**src/rtl/mem_arb_pkg.sv**
```systemverilog
// Shared state encoding, size encodings and IO decode constant for mem_arbiter.
package mem_arb_pkg;

  typedef enum logic [1:0] {
    ST_IDLE = 2'd0,
    ST_RD   = 2'd1,
    ST_WR   = 2'd2,
    ST_DONE = 2'd3
  } arb_state_e;

  localparam logic [1:0] SIZE_BYTE = 2'd0;
  localparam logic [1:0] SIZE_HALF = 2'd1;
  localparam logic [1:0] SIZE_WORD = 2'd2;

  // Address bits [17:16] equal to this select the IO window.
  localparam logic [1:0] IO_SEL = 2'b11;
  localparam int         MEM_AW = 18;

  function automatic logic [2:0] size_bytes(input logic [1:0] size);
    case (size)
      SIZE_BYTE: size_bytes = 3'd1;
      SIZE_HALF: size_bytes = 3'd2;
      default:   size_bytes = 3'd4;
    endcase
  endfunction

endpackage

```
**src/rtl/mem_arbiter_rr_arbiter.sv**
```systemverilog
// Round-robin grant: search starts one channel after the last advanced grant.
module rr_arbiter #(
  parameter int NPORT = 2
) (
  input  logic             clk_in,
  input  logic             rst_in,
  input  logic [NPORT-1:0] req,
  input  logic             advance,
  output logic [NPORT-1:0] grant
);

  localparam int IW = (NPORT > 1) ? $clog2(NPORT) : 1;

  logic [IW-1:0] last_q, last_d;
  logic [IW-1:0] win;
  logic [IW:0]   t;
  logic          found;

  always_comb begin
    grant = '0;
    win   = last_q;
    found = 1'b0;
    t     = '0;
    for (int i = 1; i <= NPORT; i++) begin
      t = {1'b0, last_q} + (IW+1)'(i);
      if (t >= (IW+1)'(NPORT)) t = t - (IW+1)'(NPORT);
      for (int p = 0; p < NPORT; p++) begin
        if (!found && req[p] && (t == (IW+1)'(p))) begin
          found    = 1'b1;
          grant[p] = 1'b1;
          win      = IW'(p);
        end
      end
    end
  end

  assign last_d = (advance && found) ? win : last_q;

  // Resetting to the top channel makes channel 0 the first winner.
  always_ff @(posedge clk_in) begin
    if (!rst_in) last_q <= IW'(NPORT - 1);
    else         last_q <= last_d;
  end

endmodule

```
**src/rtl/mem_arbiter.sv**
```systemverilog
// Round-robin arbiter serialising NPORT byte/half/word requests onto an 8-bit memory.
// Optional IO write guard (buffer-full hold plus idle gap) with MEM_ARBITER_IO_GUARD_EN.
module mem_arbiter
  import mem_arb_pkg::*;
#(
  parameter int NPORT  = 2,
  parameter int ADDR_W = 32
) (
  input  logic                    clk_in,
  input  logic                    rst_in,
  input  logic                    rdy_in,
  input  logic [NPORT-1:0]        req_valid,
  input  logic [NPORT-1:0]        req_wr,
  input  logic [2*NPORT-1:0]      req_size,
  input  logic [ADDR_W*NPORT-1:0] req_addr,
  input  logic [32*NPORT-1:0]     req_wdata,
  output logic [NPORT-1:0]        req_ready,
  output logic [NPORT-1:0]        resp_valid,
  output logic [31:0]             resp_rdata,
  input  logic [7:0]              mem_din,
  output logic [7:0]              mem_dout,
  output logic [31:0]             mem_a,
  output logic                    mem_wr,
  input  logic                    io_buffer_full
);

  // state   | meaning
  // IDLE    | arbitrate, latch winning request
  // RD      | address bytes 0..N-1, capture each one cycle later
  // WR      | drive one byte per cycle
  // DONE    | one-cycle resp_valid to the granted channel
  arb_state_e        state_q, state_d;
  logic [2:0]        cnt_q, cnt_d;
  logic [2:0]        nb_q, nb_d;
  logic              wr_q, wr_d;
  logic [MEM_AW-1:0] addr_q, addr_d;
  logic [31:0]       wdata_q, wdata_d;
  logic [31:0]       rdata_q, rdata_d;
  logic [NPORT-1:0]  gnt_q, gnt_d;
  logic              resume_q, resume_d;
  logic              gap_q, gap_d;

  logic [NPORT-1:0]  grant;
  logic              advance;
  logic [2:0]        byte_idx;
  logic [2:0]        prev_idx;
  logic [MEM_AW-1:0] byte_addr;
  logic              is_io, io_hold, io_gap_en;
  logic [ADDR_W*NPORT-1:0] unused_addr;

  rr_arbiter #(.NPORT(NPORT)) u_rr (
    .clk_in  (clk_in),
    .rst_in  (rst_in),
    .req     (req_valid),
    .advance (advance),
    .grant   (grant)
  );

  assign unused_addr = req_addr;
  assign is_io       = (addr_q[17:16] == IO_SEL);
  assign prev_idx    = (cnt_q == 3'd0) ? 3'd0 : cnt_q - 3'd1;

`ifdef MEM_ARBITER_IO_GUARD_EN
  assign io_gap_en = is_io;
  assign io_hold   = is_io && (gap_q || io_buffer_full);
`else
  logic unused_io;
  assign io_gap_en = 1'b0;
  assign io_hold   = 1'b0;
  assign unused_io = ^{io_buffer_full, is_io};
`endif

  always_comb begin
    state_d    = state_q;
    cnt_d      = cnt_q;
    nb_d       = nb_q;
    wr_d       = wr_q;
    addr_d     = addr_q;
    wdata_d    = wdata_q;
    rdata_d    = rdata_q;
    gnt_d      = gnt_q;
    resume_d   = resume_q;
    gap_d      = gap_q;
    advance    = 1'b0;
    req_ready  = '0;
    resp_valid = '0;
    mem_wr     = 1'b0;
    mem_dout   = '0;
    byte_idx   = cnt_q;

    case (state_q)
      ST_IDLE: begin
        if (rdy_in && (|grant)) begin
          advance   = 1'b1;
          req_ready = grant;
          gnt_d     = grant;
          cnt_d     = '0;
          rdata_d   = '0;
          resume_d  = 1'b0;
          gap_d     = 1'b0;
          for (int p = 0; p < NPORT; p++) begin
            if (grant[p]) begin
              wr_d    = req_wr[p];
              nb_d    = size_bytes(req_size[2*p +: 2]);
              addr_d  = req_addr[ADDR_W*p +: MEM_AW];
              wdata_d = req_wdata[32*p +: 32];
            end
          end
          state_d = wr_d ? ST_WR : ST_RD;
        end
      end

      ST_RD: begin
        // While paused, resuming, or on the capture-only last cycle, keep the in-flight byte addressed.
        if (resume_q || !rdy_in || (cnt_q == nb_q)) byte_idx = prev_idx;
        if (!rdy_in) begin
          resume_d = 1'b1;
        end else if (resume_q) begin
          resume_d = 1'b0;
        end else begin
          if (cnt_q != 3'd0) rdata_d[{prev_idx[1:0], 3'b000} +: 8] = mem_din;
          if (cnt_q == nb_q) state_d = ST_DONE;
          else               cnt_d   = cnt_q + 3'd1;
        end
      end

      ST_WR: begin
        if (cnt_q == nb_q) byte_idx = prev_idx;
        if (rdy_in) begin
          if (io_hold) begin
            if (gap_q) begin
              gap_d = 1'b0;
              if (cnt_q == nb_q) state_d = ST_DONE;
            end
          end else begin
            mem_wr   = 1'b1;
            mem_dout = wdata_q[{cnt_q[1:0], 3'b000} +: 8];
            cnt_d    = cnt_q + 3'd1;
            gap_d    = io_gap_en;
            if (((cnt_q + 3'd1) == nb_q) && !io_gap_en) state_d = ST_DONE;
          end
        end
      end

      ST_DONE: begin
        if (rdy_in) begin
          resp_valid = gnt_q;
          state_d    = ST_IDLE;
        end
      end

      default: state_d = ST_IDLE;
    endcase

    if (!rst_in) begin
      advance    = 1'b0;
      req_ready  = '0;
      resp_valid = '0;
      mem_wr     = 1'b0;
      mem_dout   = '0;
    end
  end

  assign byte_addr  = addr_q + MEM_AW'(byte_idx);
  assign mem_a      = (rst_in && ((state_q == ST_RD) || (state_q == ST_WR)))
                      ? {{(32-MEM_AW){1'b0}}, byte_addr} : '0;
  assign resp_rdata = (rst_in && (state_q == ST_DONE) && !wr_q) ? rdata_q : '0;

  always_ff @(posedge clk_in) begin
    if (!rst_in) begin
      state_q  <= ST_IDLE;
      cnt_q    <= '0;
      nb_q     <= '0;
      wr_q     <= 1'b0;
      addr_q   <= '0;
      wdata_q  <= '0;
      rdata_q  <= '0;
      gnt_q    <= '0;
      resume_q <= 1'b0;
      gap_q    <= 1'b0;
    end else begin
      state_q  <= state_d;
      cnt_q    <= cnt_d;
      nb_q     <= nb_d;
      wr_q     <= wr_d;
      addr_q   <= addr_d;
      wdata_q  <= wdata_d;
      rdata_q  <= rdata_d;
      gnt_q    <= gnt_d;
      resume_q <= resume_d;
      gap_q    <= gap_d;
    end
  end

endmodule

```
**config.mk**
```make
export PLATFORM = sky130hd
export DESIGN_NAME = mem_arbiter
export DESIGN_NICKNAME = d
export VERILOG_FILES = /design/src/rtl/mem_arb_pkg.sv /design/src/rtl/mem_arbiter_rr_arbiter.sv /design/src/rtl/mem_arbiter.sv
export SDC_FILE = /design/constraint.sdc
export NUM_CORES = 1
export LEC_CHECK = 0
export BUFFER_PORTS_ARGS = -buffer_cell sky130_fd_sc_hd__clkbuf_2
export CORE_MARGIN = 4
export CORE_UTILIZATION = 26
export CTS_CLUSTER_DIAMETER = 40
export DETAILED_ROUTE_END_ITERATION = 8
export PLACE_DENSITY_LB_ADDON = 0.1
export SYNTH_ARGS = -nofsm -noshare
export SYNTH_HDL_FRONTEND = slang
export SYNTH_SLANG_ARGS = --single-unit
export TNS_END_PERCENT = 100
```
**constraint.sdc**
```tcl
create_clock -name clk_in -period 8.45 [get_ports clk_in]
set_input_delay 0.4225 -clock clk_in [delete_from_list [all_inputs] [get_ports clk_in]]
set_output_delay 0.4225 -clock clk_in [all_outputs]
set_load 0.01 [all_outputs]
```
==> summary.txt, run 1 <==
Routing
  – Routed vias/inst: 4.82
  – DR vias: roughly 5400
  – Final WL: 17800 um
  – Mean routed wirelength per cell: around 16 um
  – Post-route ant nets: 0
  – Pre-antenna DRT Iters: 4
  – DRC Markers: 0
  – DRT iter0 DRCs: 196

Setup path
  – Crit path capture type: output pin
  – Reg2Reg Setup Slack: 4.68 ns
  – Crit Path Max Fanout: 25
  – Crit path kind: flop to output pin
  – Arr. time, crit path: 4.38 ns
  – Critical Path RT: 8.03 ns
  – Worst setup SP type: flop

Clocking
  – Clk buf depth: 2
  – CTS Hold Buffers Added: 0
  – Worst skew pair latency: between 0.3 and 0.4 ns
  – Root buf cell: clkbuf_16
  – Worst-path clk slew: approximately 0.07 ns
  – H-tree depth: 3
  – Clock tree sinks: 95
  – Post-CTS Setup Inserts: 0
  – Cts bufs inserted: 9
  – CTS tree: done
  – CTS resizes: 0

Timing
  – Slew margin rel.: 0.411
  – Post-layout min period: 4.80 ns
  – Post-Route Skew: 0.0110 ns
  – Endpoints failing setup: 0
  – Hold Vio Cnt, Final: 0
  – Final worst slack: between 3 and 4 ns
  – Min Hold Slack: 0.314 ns
  – Fin crit share: 0.568
  – Slew @ Worst Pin: 0.883 ns
  – Unrepaired setup endpoints after global routing: false
  – Fin. max-slew vios: 0
  – Max Freq: 208 MHz
  – Setup TNS: 0 ns

Floorplanning
  – Top Ports: 225
  – Die height: ~160 um
  – Die ar.: ~0.026 sq mm
  – Core Area: approximately 0.023 sq mm
  – Die width: roughly 160 um
  – Initial Util: 0.265
  – Num rows: between 50 and 60

Place
  – DP Area: 0.00700 sq mm
  – Pre-CTS WS: 4.01 ns
  – Routability cong.: 0.729
  – Placed cell count: 1112
  – Detailed Place HPWL: 13000 um
  – PortBufs: 181

Outcome
  – Status: complete, no violations

Flow run
  – Max-cap violation count: 0

Power and ir drop
  – P per Cell Area: 215 mW/mm^2
  – Peak VDD IR: a little under 80 uV
  – Leakage power total: approximately 3.0 nW

Synth
  – Cells after synthesis: 704
  – Syn Area/Cell: around 8.5 sq um
  – Post-synthesis register bit count: 95
  – Post-synth cell types: 62
  – Post-synthesis sequential area ratio: 0.317
  – Post-synth ARST share: 0
  – Post-synth EDFFs: 0
  – Mapped Area: ~0.0060 sq mm
  – Ys Warns: 0
  – Top_reg_cell synth: dfxtp_1

GRT
  – Total track usage: 0.139
  – Largest net degree at the start of global routing: 89
  – Initial antenna violation count: 0
  – Number of global-route vias before repair: 5500
  – Global-route wire length before repair: 29200 um
  – Congestion Overflow GR: 0

Min path
  – Min-Delay Path Class: input pin to flop

Finish
  – Fraction of layout cells with a size suffix above 1: 0.265
  – Commonest non-fill, non-tap cell in the layout: clkbuf_2
  – Non-Filler Instances: 1129
  – Design Area, Final: 0.00732 sq mm
  – P&R area growth vs syn: 22.0%
  – NumNets Final: 1002
  – Most frequent cells in the layout: 181 x clkbuf_2, 95 x dfxtp_1, 72 x nor2_1
critical path, cell delays in order (launching register included):
cell and delay (ns):
dfxtp_1 0.31, buf_4 0.35, clkinv_1 0.59, ha_1 0.48, o21ai_0 0.40, a22o_1 0.27
ha_1 0.25, a21o_1 0.15, a21oi_1 0.70, nor4_1 0.13, mux2i_1 0.22, clkbuf_2 0.16
flip-flops by register name (all words and copies together) (netlist names):
signal	flops
addr_q	18
cnt_q	3
gnt_q	2
nb_q	3
rdata_q	32
resume_q	1
state_q	2
u_rr.last_q	1
wdata_q	32
wr_q	1
per-layer routing:
| metal | track usage | vias to the layer above | routed length [um] |
|---|---|---|---|
| li1 | - | 2846 | - |
| met3 | 0.0400 | 14 | 1210 |
| met2 | 0.217 | 153 | 7670 |
| met4 | 0.0383 | 0 | 228 |
| met1 | 0.187 | 2432 | 8720 |
| met5 | 0 | - | 0 |
power by group:
part           total (mW)  switching (mW)  internal (mW)  leakage (nW)
sequential          0.556          0.0468          0.509         0.778
clock               0.435           0.199          0.236         0.153
combinational       0.584           0.373          0.211          2.10
cells in the mapped netlist (3+ instances only):
cell       n  area (sq um)
and2_1    34           213
buf_1     13          48.8
nor3_1     6          30.0
dfxtp_1   95          1900
xnor2_1    7          61.3
o31ai_1   30           225
and3_1     5          31.3
a22o_1     9          78.8
clkbuf_1  33           124
o21ai_0    5          25.0
buf_4     18           135
xor2_1     4          35.0
buf_2     14          70.1
mux2i_1   57           571
nor4_1    12          75.1
nand2_1   27           101
nand3_1    6          30.0
and4_1     6          52.6
a31oi_1    3          18.8
inv_1     22          82.6
ha_1      15           188
mux4_2     8           180
nor2b_1   12          75.1
or4_1      5          37.5
nand2b_1  10          62.6
a21oi_1   36           180
a211oi_1  69           518
nor2_1    72           270
nand4_1   29           181
path summary, 6_finish.rpt:
path | start | end | cells after the start
setup / recovery | cnt_q[0]$_SDFFE_PN0P_ | mem_a[17] | 11
hold / removal | mem_din[2] | rdata_q[10]$_SDFFE_PN0P_ | 2
setup reg to reg | cnt_q[0]$_SDFFE_PN0P_ | rdata_q[20]$_SDFFE_PN0P_ | 11
hold reg to reg | gnt_q[1]$_SDFFE_PN0N_ | gnt_q[1]$_SDFFE_PN0N_ | 2
final cells by class:
cell class	count	area [sq um]
Inverter	24	90.1
Tap cell	285	357
Sequential cell	95	1900
Clock buffer	9	225
Multi-Input combinational cell	519	3680
Timing Repair Buffer	189	966
Antenna cell	1	2.50
Fill cell	2406	15300
Clock inverter	7	90.1
metrics by stage:
step	util	power, mW
finish	0.323	1.57
global placement	0.309	1.16
global route	0.323	1.70
CTS	0.323	1.60
floorplan	-	1.00
detailed placement	0.309	1.16
logic make-up after synthesis:
kind of cell,synth area share
simple gates,0.210
compound gates,0.212
buf+inv,0.0799
flops,0.317
mux,0.125
fa+ha+maj,0.0346
xor+xnor,0.0198
other cells,0.000625
No activity file was read; power rests on OpenSTA's default activity.
==> run 2: changes to the inputs <==
- clock period: 8.45 -> 4.6 ns (I/O delays scaled with it)
==> run 2 against run 1 <==
Effect of this change:
- combinational power rose by 82%
- clock skew rose by 0.0029 ns
- setup slack lost 3.1 ns
- final area about the same
- total power up 81%
- global-route usage decreased by 0.22 points
- critical path type unchanged
- largest cell class unchanged
==> summary.txt, run 2 (same netlist as run 1, synthesis figures left out) <==
Finish
  – NumNets Final: 1005 (+0.30%)
  – P&R area growth vs syn: 22.1% (about the same)
  – Commonest non-fill, non-tap cell in the layout: clkbuf_2
  – Footprint of the multi-input gates: 0.00368 sq mm (unchanged)
  – Regs by FF count: rdata_q (32), wdata_q (32), addr_q (18)
  – Fill count: 2455 (+2.0%)
  – Fraction of layout cells with a size suffix above 1: 0.267 (+0.00261)
  – Register area: 0.00190 sq mm (unchanged)
  – Most frequent cells in the layout: 181 x clkbuf_2, 95 x dfxtp_1, 72 x nor2_1
  – Non-Filler Instances: 1132 (+0.27%)

Timing
  – Fin crit share: 0.888
  – Max Freq: 245 MHz
  – Final worst slack: 0.517 ns (-3.13 ns)
  – Post-Route Skew: 0.0139 ns (+0.00294 ns)
  – Fin. max-slew vios: 0 (unchanged)
  – Setup TNS: 0 ns (unchanged)
  – Hold Vio Cnt, Final: 0 (unchanged)
  – Unrepaired setup endpoints after global routing: false
  – Slew @ Worst Pin: 1.05 ns (+0.165 ns)
  – Endpoints failing setup: 0 (unchanged)
  – Post-layout min period: 4.08 ns
  – Min Hold Slack: 0.118 ns (-0.196 ns)
  – Slew margin rel.: 0.301 (-0.110)

GRT
  – Congestion Overflow GR: 0 (unchanged)
  – Global-route wire length before repair: 28900 um (-1.0%)
  – Initial antenna violation count: 3 (+3)
  – Total track usage: 0.136 (-0.00219)
  – Number of global-route vias before repair: 5474 (-0.47%)
  – Largest net degree at the start of global routing: 88 (-1.1%)

Floorplanning
  – Core Area: 0.0226 sq mm (unchanged)
  – Die width: 160 um (unchanged)
  – Die ar.: 0.0256 sq mm (unchanged)
  – Num rows: 55 (unchanged)
  – Initial Util: 0.265 (unchanged)
  – Die height: 160 um (unchanged)
  – Top Ports: 225 (unchanged)

Setup path
  – Crit path cell chain: clkinv_1, buf_4, ha_1, nor2b_1, nor2_1, a22o_1, ha_1, fa_1, a21o_1, and2_1, a31oi_1, a41o_1, clkbuf_2
  – Crit path launch: cnt_q[0]$_SDFFE_PN0P_
  – Worst r2r src: cnt_q[0]$_SDFFE_PN0P_
  – Reg2Reg Setup Slack: 1.47 ns (-3.21 ns)
  – Worst setup SP type: flop
  – Slowest-stage cell, CP: nor2b_1
  – Crit path kind: flop to output pin
  – Crit path capture type: output pin
  – Arr. time, crit path: 3.85 ns (-0.53 ns)
  – Max incr delay on CP: 0.66 ns (-0.04 ns)
  – Critical path's most frequent cell: ha_1
  – Reg-to-Reg End: rdata_q[18]$_SDFFE_PN0P_
  – R2R cell count: 10 (-1)
  – Crit Path Max Fanout: 20 (-20%)
  – Critical Path RT: 4.37 ns (-3.66 ns)

Min path
  – Hold Path Origin: mem_din[7]
  – Hold EP: rdata_q[15]$_SDFFE_PN0P_
  – Worst Hold Depth: 2 (unchanged)
  – Min-Delay Path Class: input pin to flop

Clocking
  – Clk buf depth: 2 (unchanged)
  – Post-CTS Setup Inserts: 0 (unchanged)
  – Worst-path clk slew: 0.07 ns (about the same)
  – Cts bufs inserted: 9 (unchanged)
  – H-tree depth: 3 (unchanged)
  – CTS tree: done
  – Root buf cell: clkbuf_16
  – CTS Hold Buffers Added: 0 (unchanged)
  – CTS resizes: 0 (unchanged)
  – Worst skew pair latency: 0.36 ns (about the same)
  – Clock tree sinks: 95 (unchanged)

Routing
  – Post-route ant nets: 0 (unchanged)
  – DR vias: 5473 (+0.51%)
  – DRT iter0 DRCs: 211 (+7.7%)
  – Mean routed wirelength per cell: 15.5 um (-2.0%)
  – DRC Markers: 0 (unchanged)
  – Pre-antenna DRT Iters: 5 (+1)
  – Routed vias/inst: 4.83 (+0.25%)
  – Final WL: 17500 um (-1.8%)

Place
  – Routability cong.: 0.724 (-0.67%)
  – Pre-CTS WS: 0.885 ns (-3.12 ns)
  – Detailed Place HPWL: 12900 um (-0.52%)
  – Placed cell count: 1115 (+0.27%)
  – PortBufs: 181 (unchanged)

Power and ir drop
  – Leakage power total: 3.03 nW (+0.12%)
  – Peak VDD IR: 158 uV (+100%)
  – P per Cell Area: 389 mW/mm^2 (+80%)
  – Tot Pwr: 2.84 mW (+81%)

Outcome
  – Status: complete, no violations

Flow run
  – Max-cap violation count: 0 (unchanged)
run 2: where the power goes:
| group | switching (mW) | internal, mW |
|---|---|---|
| Clock | 0.375 | 0.385 |
| Sequential | 0.0859 | 0.936 |
| Combinational | 0.672 | 0.391 |
| Total | 1.13 | 1.71 |
run 2: cell type report:
class | instances | share of cell area
inverters | 24 | 0.0123
clock inverters | 7 | 0.00991
multi-input cells | 519 | 0.503
clock buffers | 9 | 0.0308
well taps | 285 | 0.0487
diodes | 1 | 0.000342
flip-flops and latches | 95 | 0.260
repair buffers | 192 | 0.135
run 2: routing by layer:
| metal | wire length [um] | GRT usage | part of all wire |
|---|---|---|---|
| met1 | 8350 | 0.184 | 0.48 |
| met2 | 7730 | 0.213 | 0.44 |
| met3 | 1210 | 0.0413 | 0.069 |
| met4 | 198 | 0.0368 | 0.011 |
| met5 | 25 | 0 | 0.0014 |
run 2: worst max path at each step:
stage	to	slack (ns)	cells after the start
4_1_cts	mem_a[14]	0.47	13
5_1_grt	mem_a[14]	0.12	13
3_5_place_dp	mem_a[14]	0.89	13
2_1_floorplan	mem_a[14]	1.10	15
3_3_place_gp	mem_a[14]	0.93	13
6_report	mem_a[14]	0.52	13
run 2: metrics by stage:
stage	util	area [sq um]
5_1_grt	0.323	7320
2_1_floorplan	-	6050
4_1_cts	0.323	7320
3_5_place_dp	0.310	7020
6_report	0.323	7320
3_3_place_gp	0.310	7020
run 2: worst max-delay path: cells and delay by family, from the launching register on:
family,cells,cell delay (ns)
AOI/OAI and AO/OA,4,0.84
adders and majority gates,3,0.88
buffers and inverters,3,0.39
DFF,1,0.32
and+or+nand+nor,3,1.07
==> run 3: changes to the inputs <==
- CAP_MARGIN: unset -> 20
- CORE_ASPECT_RATIO: unset -> 2
==> run 3 against run 2 <==
Effect of this change:
- final area grew 0.15%
- combinational power is essentially flat
- critical path depth did not move
- sequential power about the same
==> summary.txt, run 3 (same netlist as run 1, synthesis figures left out) <==
Outcome
  – Status: complete, no violations

Routing
  – Mean routed wirelength per cell: 16.9 um (+9.2%)
  – Final WL: 19000 um (+8.7%)
  – DRT iter0 DRCs: 177 (-16%)
  – DR vias: 5570 (+1.8%)
  – Routed vias/inst: 4.94 (+2.2%)
  – DRC Markers: 0 (unchanged)
  – Post-route ant nets: 0 (unchanged)
  – Pre-antenna DRT Iters: 4 (-1)

Place
  – Placed cell count: 1111 (-0.36%)
  – DP Area: 0.00703 sq mm (+0.20%)
  – Routability cong.: 0.835 (+15%)
  – Detailed Place HPWL: 14600 um (+13%)
  – Pre-CTS WS: 0.913 ns (+0.0279 ns)
  – PortBufs: 181 (unchanged)

Floorplanning
  – Top Ports: 225 (unchanged)
  – Die ar.: 0.0257 sq mm (+0.58%)
  – Die width: 115 um (-28%)
  – Num rows: 78 (+42%)
  – Initial Util: 0.264 (-0.00115)
  – Core Area: 0.0227 sq mm (+0.44%)
  – Die height: 223 um (+39%)

GRT
  – Congestion Overflow GR: 0 (unchanged)
  – Largest net degree at the start of global routing: 92 (+4.5%)
  – Total track usage: 0.150 (+0.0135)
  – Busiest grt layer: met2
  – Routing usage on met2: 0.289 (+0.0755)
  – Number of global-route vias before repair: 5670 (+3.6%)
  – Initial antenna violation count: 0 (-3)
  – Met3 Use GR: 0.0303 (-0.0110)
  – Met1 Usage GRT: 0.153 (-0.0305)
  – Global-route wire length before repair: 30300 um (+4.9%)

Setup path
  – Reg-to-Reg End: rdata_q[1]$_SDFFE_PN0P_
  – Reg2Reg Setup Slack: 1.48 ns (about the same)
  – Worst setup SP type: flop
  – CP top delay family: simple AND/OR/NAND/NOR gates
  – Worst Path Buf+Inv: 3 (unchanged)
  – Arr. time, crit path: 3.84 ns (about the same)
  – Critical path's most frequent cell: ha_1
  – Worst r2r src: cnt_q[0]$_SDFFE_PN0P_
  – Max incr delay on CP: 0.63 ns (-0.03 ns)
  – Crit path capture type: output pin
  – Critical Path RT: 4.37 ns (about the same)
  – Slowest-stage cell, CP: nor2b_1
  – Crit path cell chain: clkinv_1, buf_4, ha_1, nor2b_1, nor2_1, a22o_1, ha_1, fa_1, a21o_1, and2_1, a31oi_1, a41o_1, clkbuf_2
  – Crit path kind: flop to output pin
  – Crit Path Max Fanout: 20 (unchanged)
  – R2R cell count: 10 (unchanged)

Timing
  – Hold Vio Cnt, Final: 0 (unchanged)
  – Setup TNS: 0 ns (unchanged)
  – Max Freq: 245 MHz (+0.24%)
  – Endpoints failing setup: 0 (unchanged)
  – Unrepaired setup endpoints after global routing: false
  – Final worst slack: 0.526 ns (+0.00962 ns)
  – Fin. max-slew vios: 0 (unchanged)
  – Post-Route Skew: 0.0140 ns (+0.0000552 ns)
  – Slew @ Worst Pin: 0.912 ns (-0.136 ns)
  – Slew margin rel.: 0.392 (+0.0907)
  – Post-layout min period: 4.07 ns (-0.00962 ns)
  – Fin crit share: 0.886 (-0.00209)
  – Min Hold Slack: 0.118 ns (+0.000251 ns)

Clocking
  – Cts bufs inserted: 9 (unchanged)
  – Worst-path clk slew: 0.07 ns (about the same)
  – Root buf cell: clkbuf_16
  – Worst skew pair latency: 0.35 ns (about the same)
  – CTS Hold Buffers Added: 0 (unchanged)
  – Post-CTS Setup Inserts: 0 (unchanged)
  – CTS tree: done
  – CTS resizes: 0 (unchanged)
  – Clk buf depth: 2 (unchanged)
  – Clock tree sinks: 95 (unchanged)
  – H-tree depth: 3 (unchanged)

Power and ir drop
  – Tot Pwr: 2.88 mW (+1.2%)
  – Peak VDD IR: 177 uV (+12%)
  – Leakage power total: 3.04 nW (+0.43%)
  – P per Cell Area: 393 mW/mm^2 (+1.1%)

Min path
  – Hold Path Origin: mem_din[2]
  – Hold EP: rdata_q[10]$_SDFFE_PN0P_
  – Min-Delay Path Class: input pin to flop
  – Worst Hold Depth: 2 (unchanged)

Flow run
  – Max-cap violation count: 0 (unchanged)

Finish
  – Commonest non-fill, non-tap cell in the layout: clkbuf_2
  – Final Util: 0.322 (-0.000910)
  – ANT cells: 0 (-1)
  – Fraction of layout cells with a size suffix above 1: 0.268 (+0.000865)
  – Regs by FF count: rdata_q (32), wdata_q (32), addr_q (18)
  – NumNets Final: 1006 (+0.10%)
  – Most frequent cells in the layout: 181 x clkbuf_2, 95 x dfxtp_1, 72 x nor2_1
  – Design Area, Final: 0.00733 sq mm (+0.15%)
  – Non-Filler Instances: 1127 (-0.44%)
  – P&R area growth vs syn: 22.3%
run 3: changes by cell type in the layout (fill, tap and decap cells not counted), sizes merged:
cell,before,now
buf,11,12
bufinv,0,1
clkinv,3,5
diode,1,0
inv,27,24
run 3: worst max-delay path by stage:
stage | end | cells after the start | start | slack [ns]
2_1_floorplan | mem_a[14] | 15 | cnt_q[0]$_SDFFE_PN0P_ | 1.10
3_3_place_gp | mem_a[14] | 13 | cnt_q[0]$_SDFFE_PN0P_ | 0.91
3_5_place_dp | mem_a[16] | 13 | cnt_q[0]$_SDFFE_PN0P_ | 0.91
4_1_cts | mem_a[16] | 13 | cnt_q[0]$_SDFFE_PN0P_ | 0.50
5_1_grt | mem_a[14] | 13 | cnt_q[0]$_SDFFE_PN0P_ | 0.19
6_report | mem_a[16] | 13 | cnt_q[0]$_SDFFE_PN0P_ | 0.53
run 3: area by class of cell:
| class | instances | area (sq um) |
|---|---|---|
| Clock buffer | 9 | 225 |
| Clock inverter | 7 | 72.6 |
| Fill cell | 2485 | 15400 |
| Inverter | 24 | 90.1 |
| Multi-Input combinational cell | 519 | 3680 |
| Sequential cell | 95 | 1900 |
| Tap cell | 280 | 350 |
| Timing Repair Buffer | 193 | 1010 |
run 3: per-layer routing:
| layer | part of all wire | vias up |
|---|---|---|
| met5 | 0 | - |
| met4 | 0.025 | 0 |
| met3 | 0.050 | 22 |
| met2 | 0.56 | 139 |
| met1 | 0.36 | 2573 |
| li1 | - | 2836 |
run 3: power by group:
group / internal (mW) / switching, mW / leakage (nW) / total (mW)
Combinational: 0.398 / 0.686 / 2.12 / 1.08
Sequential: 0.936 / 0.0876 / 0.778 / 1.02
Clock: 0.424 / 0.349 / 0.147 / 0.773
Total: 1.76 / 1.12 / 3.04 / 2.88
